$ cat config.mk
export PLATFORM = sky130hd
export DESIGN_NAME = pipe_hazard_ctrl
export DESIGN_NICKNAME = d
export VERILOG_FILES = /design/src/rtl/pipe_hazard_ctrl.sv
export SDC_FILE = /design/constraint.sdc
export NUM_CORES = 1
export LEC_CHECK = 0
export ABC_AREA = 1
export CORE_UTILIZATION = 44
export DETAILED_ROUTE_END_ITERATION = 6
export PLACE_DENSITY = 0.82
export SLEW_MARGIN = 20
export SYNTH_ARGS = -nofsm -noshare
export SYNTH_HDL_FRONTEND = slang
export SYNTH_SLANG_ARGS = --single-unit
$ cat constraint.sdc
create_clock -name clk -period 3.02 [get_ports clk]
set_input_delay 0.906 -clock clk [delete_from_list [all_inputs] [get_ports clk]]
set_output_delay 0.906 -clock clk [all_outputs]
set_load 0.01 [all_outputs]
$ cat src/rtl/pipe_hazard_ctrl.sv
// pipe_hazard_ctrl
//   Hazard and stall controller for a simple in-order pipeline. Decides, each
//   cycle, whether the PC and IF/ID register advance, whether IF/ID or ID/EX
//   receive a bubble, and whether the core has halted.
//
//   Sources of stall/flush, in priority order while running:
//     load-use hazard > taken branch > HLT in ID > instruction-memory miss.
//   A miss holds the PC for exactly MISS_LAT cycles, including the cycle the
//   miss is detected. HLT is sticky until reset.
//
// Parameters
//   MISS_LAT     instruction-memory miss penalty in cycles (legal 2..15)
//
// Ports
//   clk          system clock, rising edge
//   rst_n        asynchronous active-low reset
//   ex_mem_read  instruction in EX is a load
//   ex_dst       destination register of the instruction in EX
//   id_src1/2    source registers of the instruction in ID
//   id_use1/2    the matching ID source is actually read
//   branch_taken branch resolved taken in ID this cycle
//   hlt_id       HLT is in ID
//   imem_miss    current fetch missed
//   pc_wen       PC write enable
//   ifid_wen     IF/ID write enable
//   ifid_flush   load NOP into IF/ID instead of the fetched instruction
//   idex_flush   insert a bubble into ID/EX
//   halted       core is halted
//   stall_count  (HAZARD_STALL_CNT_EN only) saturating count of cycles with
//                pc_wen=0 outside HALT
//   state_dbg    current FSM state, for observation only
//
// Optional build macro: HAZARD_STALL_CNT_EN adds the stall_count output.
//
// Handshake note: there is no valid/ready handshake here; every input is a
// same-cycle level and every output is combinational from state and inputs.

module pipe_hazard_ctrl #(
  parameter int MISS_LAT = 4
) (
  input  logic        clk,
  input  logic        rst_n,
  input  logic        ex_mem_read,
  input  logic [3:0]  ex_dst,
  input  logic [3:0]  id_src1,
  input  logic [3:0]  id_src2,
  input  logic        id_use1,
  input  logic        id_use2,
  input  logic        branch_taken,
  input  logic        hlt_id,
  input  logic        imem_miss,
  output logic        pc_wen,
  output logic        ifid_wen,
  output logic        ifid_flush,
  output logic        idex_flush,
  output logic        halted,
`ifdef HAZARD_STALL_CNT_EN
  output logic [15:0] stall_count,
`endif
  output logic [1:0]  state_dbg
);

  localparam logic [1:0] RUN       = 2'b00;
  localparam logic [1:0] MISS_WAIT = 2'b01;
  localparam logic [1:0] HALT      = 2'b10;

  // The detect cycle counts as the first hold cycle, and MISS_WAIT runs for
  // miss_cnt values (MISS_LAT-2) down to 0, giving MISS_LAT-1 more cycles.
  localparam logic [3:0] MISS_LOAD = 4'(MISS_LAT - 2);

  logic [1:0] state;
  logic [1:0] state_nxt;
  logic [3:0] miss_cnt;
  logic [3:0] miss_cnt_nxt;
  logic       lu;

  // Register 0 is hard-wired zero, so a load targeting it never creates a hazard.
  assign lu = ex_mem_read && (ex_dst != 4'd0) &&
              ((id_use1 && (id_src1 == ex_dst)) ||
               (id_use2 && (id_src2 == ex_dst)));

  assign state_dbg = state;

  always_comb begin
    pc_wen       = 1'b1;
    ifid_wen     = 1'b1;
    ifid_flush   = 1'b0;
    idex_flush   = 1'b0;
    halted       = 1'b0;
    state_nxt    = state;
    miss_cnt_nxt = miss_cnt;
    case (state)
      RUN: begin
        if (lu) begin
          // Freeze fetch and decode, bubble EX; other events retry next cycle.
          pc_wen     = 1'b0;
          ifid_wen   = 1'b0;
          idex_flush = 1'b1;
        end else if (branch_taken) begin
          // PC takes the target; the wrong-path fetch (and any miss on it) is dropped.
          ifid_flush = 1'b1;
        end else if (hlt_id) begin
          pc_wen     = 1'b0;
          ifid_flush = 1'b1;
          state_nxt  = HALT;
        end else if (imem_miss) begin
          pc_wen       = 1'b0;
          ifid_flush   = 1'b1;
          state_nxt    = MISS_WAIT;
          miss_cnt_nxt = MISS_LOAD;
        end
      end
      MISS_WAIT: begin
        // ID only sees bubbles here, so hazard/branch/halt inputs are ignored.
        pc_wen     = 1'b0;
        ifid_flush = 1'b1;
        if (miss_cnt == 4'd0) begin
          state_nxt = RUN;
        end else begin
          miss_cnt_nxt = miss_cnt - 4'd1;
        end
      end
      HALT: begin
        pc_wen     = 1'b0;
        ifid_flush = 1'b1;
        halted     = 1'b1;
      end
      default: begin
        state_nxt = RUN;
      end
    endcase
  end

  always_ff @(posedge clk or negedge rst_n) begin
    if (!rst_n) begin
      state    <= RUN;
      miss_cnt <= 4'd0;
    end else begin
      state    <= state_nxt;
      miss_cnt <= miss_cnt_nxt;
    end
  end

`ifdef HAZARD_STALL_CNT_EN
  always_ff @(posedge clk or negedge rst_n) begin
    if (!rst_n) begin
      stall_count <= 16'd0;
    end else if (!pc_wen && (state != HALT) && (stall_count != 16'hFFFF)) begin
      stall_count <= stall_count + 16'd1;
    end
  end
`endif

endmodule

## Word level (Yosys, flattened, before mapping)

Cells that the tools add are included.
W data, S select, Z words.

- Flip-flop bits (word level): 6

- $add $sub $neg: 1
- Eq/ne operators: 11
- Mux-type cells: 27
- Bitwise operators: 1
- Reduce and logical (&&, ||, !) cells: 12

Operator list:

| kind | number |
|---|---|
| $mux W4 | 5 |
| $mux W1 | 13 |
| $ne A2 B2 Y1 const B | 6 |
| $mux W2 | 5 |
| $eq A4 B4 Y1 | 2 |
| $pmux W4 S2 | 1 |
| $pmux W2 S3 | 1 |
| $reduce_and A6 Y1 | 1 |
| $reduce_and A5 Y1 | 1 |
| $logic_and A1 B1 Y1 | 4 |
| $logic_not A4 Y1 | 1 |
| $pmux W1 S2 | 2 |
| $reduce_bool A4 Y1 | 1 |
| $sub A4 B1 Y4 const B | 1 |
| $ne A3 B3 Y1 const B | 1 |
| $eq A2 B1 Y1 const B | 1 |
| $eq A2 B2 Y1 const B | 1 |
| $logic_not A2 Y1 | 1 |
| $reduce_bool A2 Y1 | 1 |
| $reduce_or A2 Y1 | 1 |
| $logic_or A1 B1 Y1 | 1 |
| $not A1 Y1 | 1 |

## Longest topological paths before layout

Gate-level depths: netlist (run 1).

- Depth in word-level cells: 6
- Mapped depth: 10
- Depth with buffers taken out: 10

## Worst setup path before layout (run 1)

OpenSTA, ideal clock, no wires.

- Path type: input -> output
- From: input ex_dst[0]
- To: output ifid_flush
- Data arrival time: 1.616 ns
- Required time: 2.114 ns
- Setup slack: 0.498 ns
- Stages: 8
- Path buffers: 0
- Cell sequence: inv_1 -> nor2_1 -> nor2_2 -> nand3_1 -> nand2_2 -> nand2_1 -> nand2_1 -> a21oi_1

- Word-level cells in the longest chain between the ends: 6

Ends and longest elaborated chain:

| what | RTL line | text |
|---|---|---|
| start, declared | 44 | `input logic [3:0] ex_dst,` |
| $eq A4 B4 Y1, on equally long branches | 79, 80 |  |
| $logic_and A1 B1 Y1, on equally long branches | 79, 80 |  |
| $logic_or A1 B1 Y1 | 79 | `((id_use1 && (id_src1 == ex_dst)) \|\|` |
| $logic_and A1 B1 Y1 * | 78 | `assign lu = ex_mem_read && (ex_dst != 4'd0) &&` |
| $mux W1 * | 94 | `if (lu) begin` |
| $pmux W1 S2 * | 92 | `case (state)` |
| end, declared | 54 | `output logic ifid_flush,` |

Every way passes the cells marked *; elsewhere a longest branch is shown, timed or not.

## Worst setup path after layout (run 1)

- From: input id_src2[0]
- To: output pc_wen

- Word-level cells in the longest chain between the ends: 6

Ends and longest elaborated chain:

| what | RTL line | text |
|---|---|---|
| start, declared | 46 | `input logic [3:0] id_src2,` |
| $eq A4 B4 Y1 | 80 | `(id_use2 && (id_src2 == ex_dst)));` |
| $logic_and A1 B1 Y1 | 80 |  |
| $logic_or A1 B1 Y1 | 79 |  |
| $logic_and A1 B1 Y1 | 78 |  |
| $mux W1 | 94 |  |
| $pmux W1 S2 | 92 |  |
| end, declared | 52 | `output logic pc_wen,` |

No other way between the ends.

==> results of run 1 <==
layer usage:
layer | vias to the layer above | global-route usage | share of wire
met1 | 324 | 0.262 | 0.45
met3 | 0 | 0.0833 | 0.037
met5 | - | 0 | 0
met2 | 16 | 0.427 | 0.51
li1 | 394 | - | -
met4 | 0 | 0 | 0
metrics by stage:
stage               total power, mW  setup slack (ns)  std cells  hold slack (ns)  setup TNS (ns)
floorplan                     0.392             0.498        103            0.442               0
global placement              0.543            -0.516        149            0.461           -1.82
finish                        0.614            0.0698        154            0.467               0
detailed placement            0.556            -0.580        149            0.463           -1.89
global route                  0.672          -0.00765        154            0.495        -0.00765
CTS                           0.613            0.0596        153            0.474               0
final cells by class:
cell class / instances / area [µm²] / share of cell area
inverters: 21 / 78.8 / 0.0795
multi-input cells: 76 / 424 / 0.428
repair buffers: 33 / 297 / 0.299
flip-flops and latches: 6 / 150 / 0.152
well taps: 15 / 18.8 / 0.0189
clock buffers: 3 / 22.5 / 0.0227
worst reg2reg max path, stage by stage (launching register included):
cell and delay, ns:
dfrtp_1 0.41, inv_1 0.09, ha_1 0.30, inv_1 0.14
a21oi_2 0.05, buf_4 0.13, nor3_1 0.36, nand4_1 0.18
nand2_1 0.11
Yosys cell counts:
cell type,number
inv_1,20
a21oi_1,5
nand3_4,1
nor2_2,2
nor3_1,2
a21boi_1,1
nand2_1,32
nand2_2,2
a31oi_1,3
nand2_4,1
nand4_1,2
o21ai_0,2
nor2_1,8
nand3_1,7
ha_1,5
inv_2,1
dfrtp_1,6
or2_2,1
xnor2_1,2
sequential cells by signal, summed over array words and instances (netlist names):
| register | flops |
|---|---|
| state_dbg | 2 |
| miss_cnt | 4 |
worst max-delay path by stage:
| stage | to |
|---|---|
| after global placement | ifid_flush |
| after detailed placement | ifid_flush |
| final | pc_wen |
| after floorplan | ifid_flush |
| after CTS | ifid_flush |
| after global routing | pc_wen |
cell usage in the layout (no fill, tap or decap):
cell / n
nand3_1: 7
nand2_1: 31
a31oi_1: 3
a21boi_2: 1
nand2_2: 3
inv_2: 2
o21ai_0: 1
clkdlybuf4s15_1: 4
nand4_1: 2
clkbuf_4: 3
nand3_4: 1
nor2_2: 2
ha_1: 5
nor2_1: 8
inv_1: 19
o21ai_1: 1
dlymetal6s2s_1: 3
nor3_2: 1
a21oi_1: 4
buf_2: 3
nand2_4: 1
dfrtp_1: 6
clkdlybuf4s50_1: 9
buf_4: 7
xnor2_1: 2
dlygate4sd2_1: 7
a21oi_2: 1
or2_2: 1
nor3_1: 1
cells by family after synthesis:
| logic type | count (synthesis) | share of synthesized area |
|---|---|---|
| adder cells (fa/ha/maj) | 5 | 0.0980 |
| XOR/XNOR | 2 | 0.0275 |
| flip-flops | 6 | 0.235 |
| AO/OA/AOI/OAI | 11 | 0.0961 |
| buffers and inverters | 21 | 0.124 |
| AND/OR/NAND/NOR | 58 | 0.420 |
where the power goes:
group,switching [mW],internal [mW]
sequential,0.0262,0.110
clock,0.0285,0.0449
combinational,0.227,0.178
total,0.282,0.332
repair_timing:
action / 4_1_cts / 5_1_grt
endpoints found under the setup margin: 4 / 3
hold buffers: 0 / 0
setup buffers: 1 / 1
pin swaps: 5 / 7
gates resized for setup: 28 / 8
endpoints found under the hold margin: 0 / 0
==> results_dict.tcl, run 1 <==
set metrics [dict create \
    outcome "completed" \
    holdCritPathClass "register to register" \
    critPathMostFrequentCell "nand2_2" \
    ff2ff_setup_slack_ns 1.18 \
    place_area_um2 955 \
    fin_crit_ns 2.95 \
    syn_inst 103 \
    fill_cells 101 \
    slowest_delay_ns 0.47 \
    fin_worst_skew_ns 0.00428 \
    yosysTopAreaCellShare 0.235 \
    firstDrtPassIters 3 \
    synth_nets 128 \
    p_leak_nw 0.567 \
    viasPerCell 4.77 \
    insertedDiodeCount 0 \
    fin_area_um2 991 \
    period_share 0.977 \
    hold_depth 2 \
    critPathSlowestCell "clkdlybuf4s50_1" \
    row_count 13 \
    port_buffers 26 \
    relSlewSlack 0.719 \
    wire_per_inst_um 10.8 \
    die_width_um 40.1 \
    crit_start "id_src2[0]" \
    root_buffer "clkbuf_4" \
    synth_area_leader_cell "dfrtp_1" \
    hold_viol 0 \
    slew_violations 0 \
    yosys-top-cells-area "dfrtp_1 24%, nand2_1 19%, inv_1 12%, ha_1 9.8%, nand3_1 5.5%" \
    fp.dieH_um 40.1 \
    post_route_cells_drive_above_1_share 0.187 \
    cp.depth 8 \
    arrival_ns 2.04 \
    min_from "miss_cnt[3]" \
    endpoint_kind "output pin" \
    grt_usage 0.230 \
    dp_hpwl_um 1320 \
    place.gp.congestion 0.785 \
    dr_total_vias 734 \
    max_slew.worst_pin.slew_ns 0.418 \
    design.final.nets 166 \
    antenna_found_initial 0 \
    path_clk_slew_ns 0.05 \
    clkLatencyLatePin_ns 0.24 \
    critPathKind "input pin to output pin" \
    cp_max_fo 3 \
    core_area_um2 1320 \
    power_density_nw_per_um2 619 \
    cts_tree "yes" \
    max_freq_mhz 339 \
    cp_top_family "buffers and inverters" \
    critPathBufInv 2 \
    htreeDepth 1 \
    grt-ovfl-total 0 \
    start_util 0.484 \
    yosysSeqAreaShare 0.235 \
    worstPathCellList "clkdlybuf4s50_1 > xnor2_1 > nand3_1 > nand2_2 > nand2_2 > nand2_1 > o21ai_1 > buf_2" \
    cp-start-kind "input pin" \
    final_antenna_net_count 0 \
    grt_pass1_wl_um 2490 \
    synth-warning-count 0 \
    setup_viol 0 \
    syn2layout_area_growth_pct 55.3 \
    drv_cap 0 \
    die_area_um2 1610 \
    drc 0 \
    ys_ff_latch 6 \
    grt_pass1_vias 619 \
    grt_max_degree 7 \
    cts_buffers 3 \
    reg2regPathDepth 8 \
    wl_um 1660 \
    synth_area_um2 638 \
    io_pins 27 \
    max-vdd-ir-drop_mv 0.454 \
    syn_area_per_cell_um2 6.20 \
    worstReg2RegStart "state_dbg[0]" \
    final_util 0.752 \
    r2r_end "state_dbg[1]" \
    clk_path_buf_depth 2 \
    clock_sinks 6 \
    drtIter0Drc 12 \
    cp.required_ns 2.11 \
    yosysUniqueCellTypes 19 \
    hold_end "miss_cnt[3]" \
]
No activity file was read; power rests on OpenSTA's default activity.
==> inputs of run 2 (changes only) <==
--- a/config.mk
+++ b/config.mk
@@ -7,9 +7,9 @@
 export LEC_CHECK = 0
 export ABC_AREA = 1
 export CORE_UTILIZATION = 44
+export CTS_CLUSTER_SIZE = 40
 export DETAILED_ROUTE_END_ITERATION = 6
 export PLACE_DENSITY = 0.82
-export SLEW_MARGIN = 20
 export SYNTH_ARGS = -nofsm -noshare
 export SYNTH_HDL_FRONTEND = slang
 export SYNTH_SLANG_ARGS = --single-unit
==> results of run 2 <==
Final layout, timing and power as in run 1 (identical DEF).
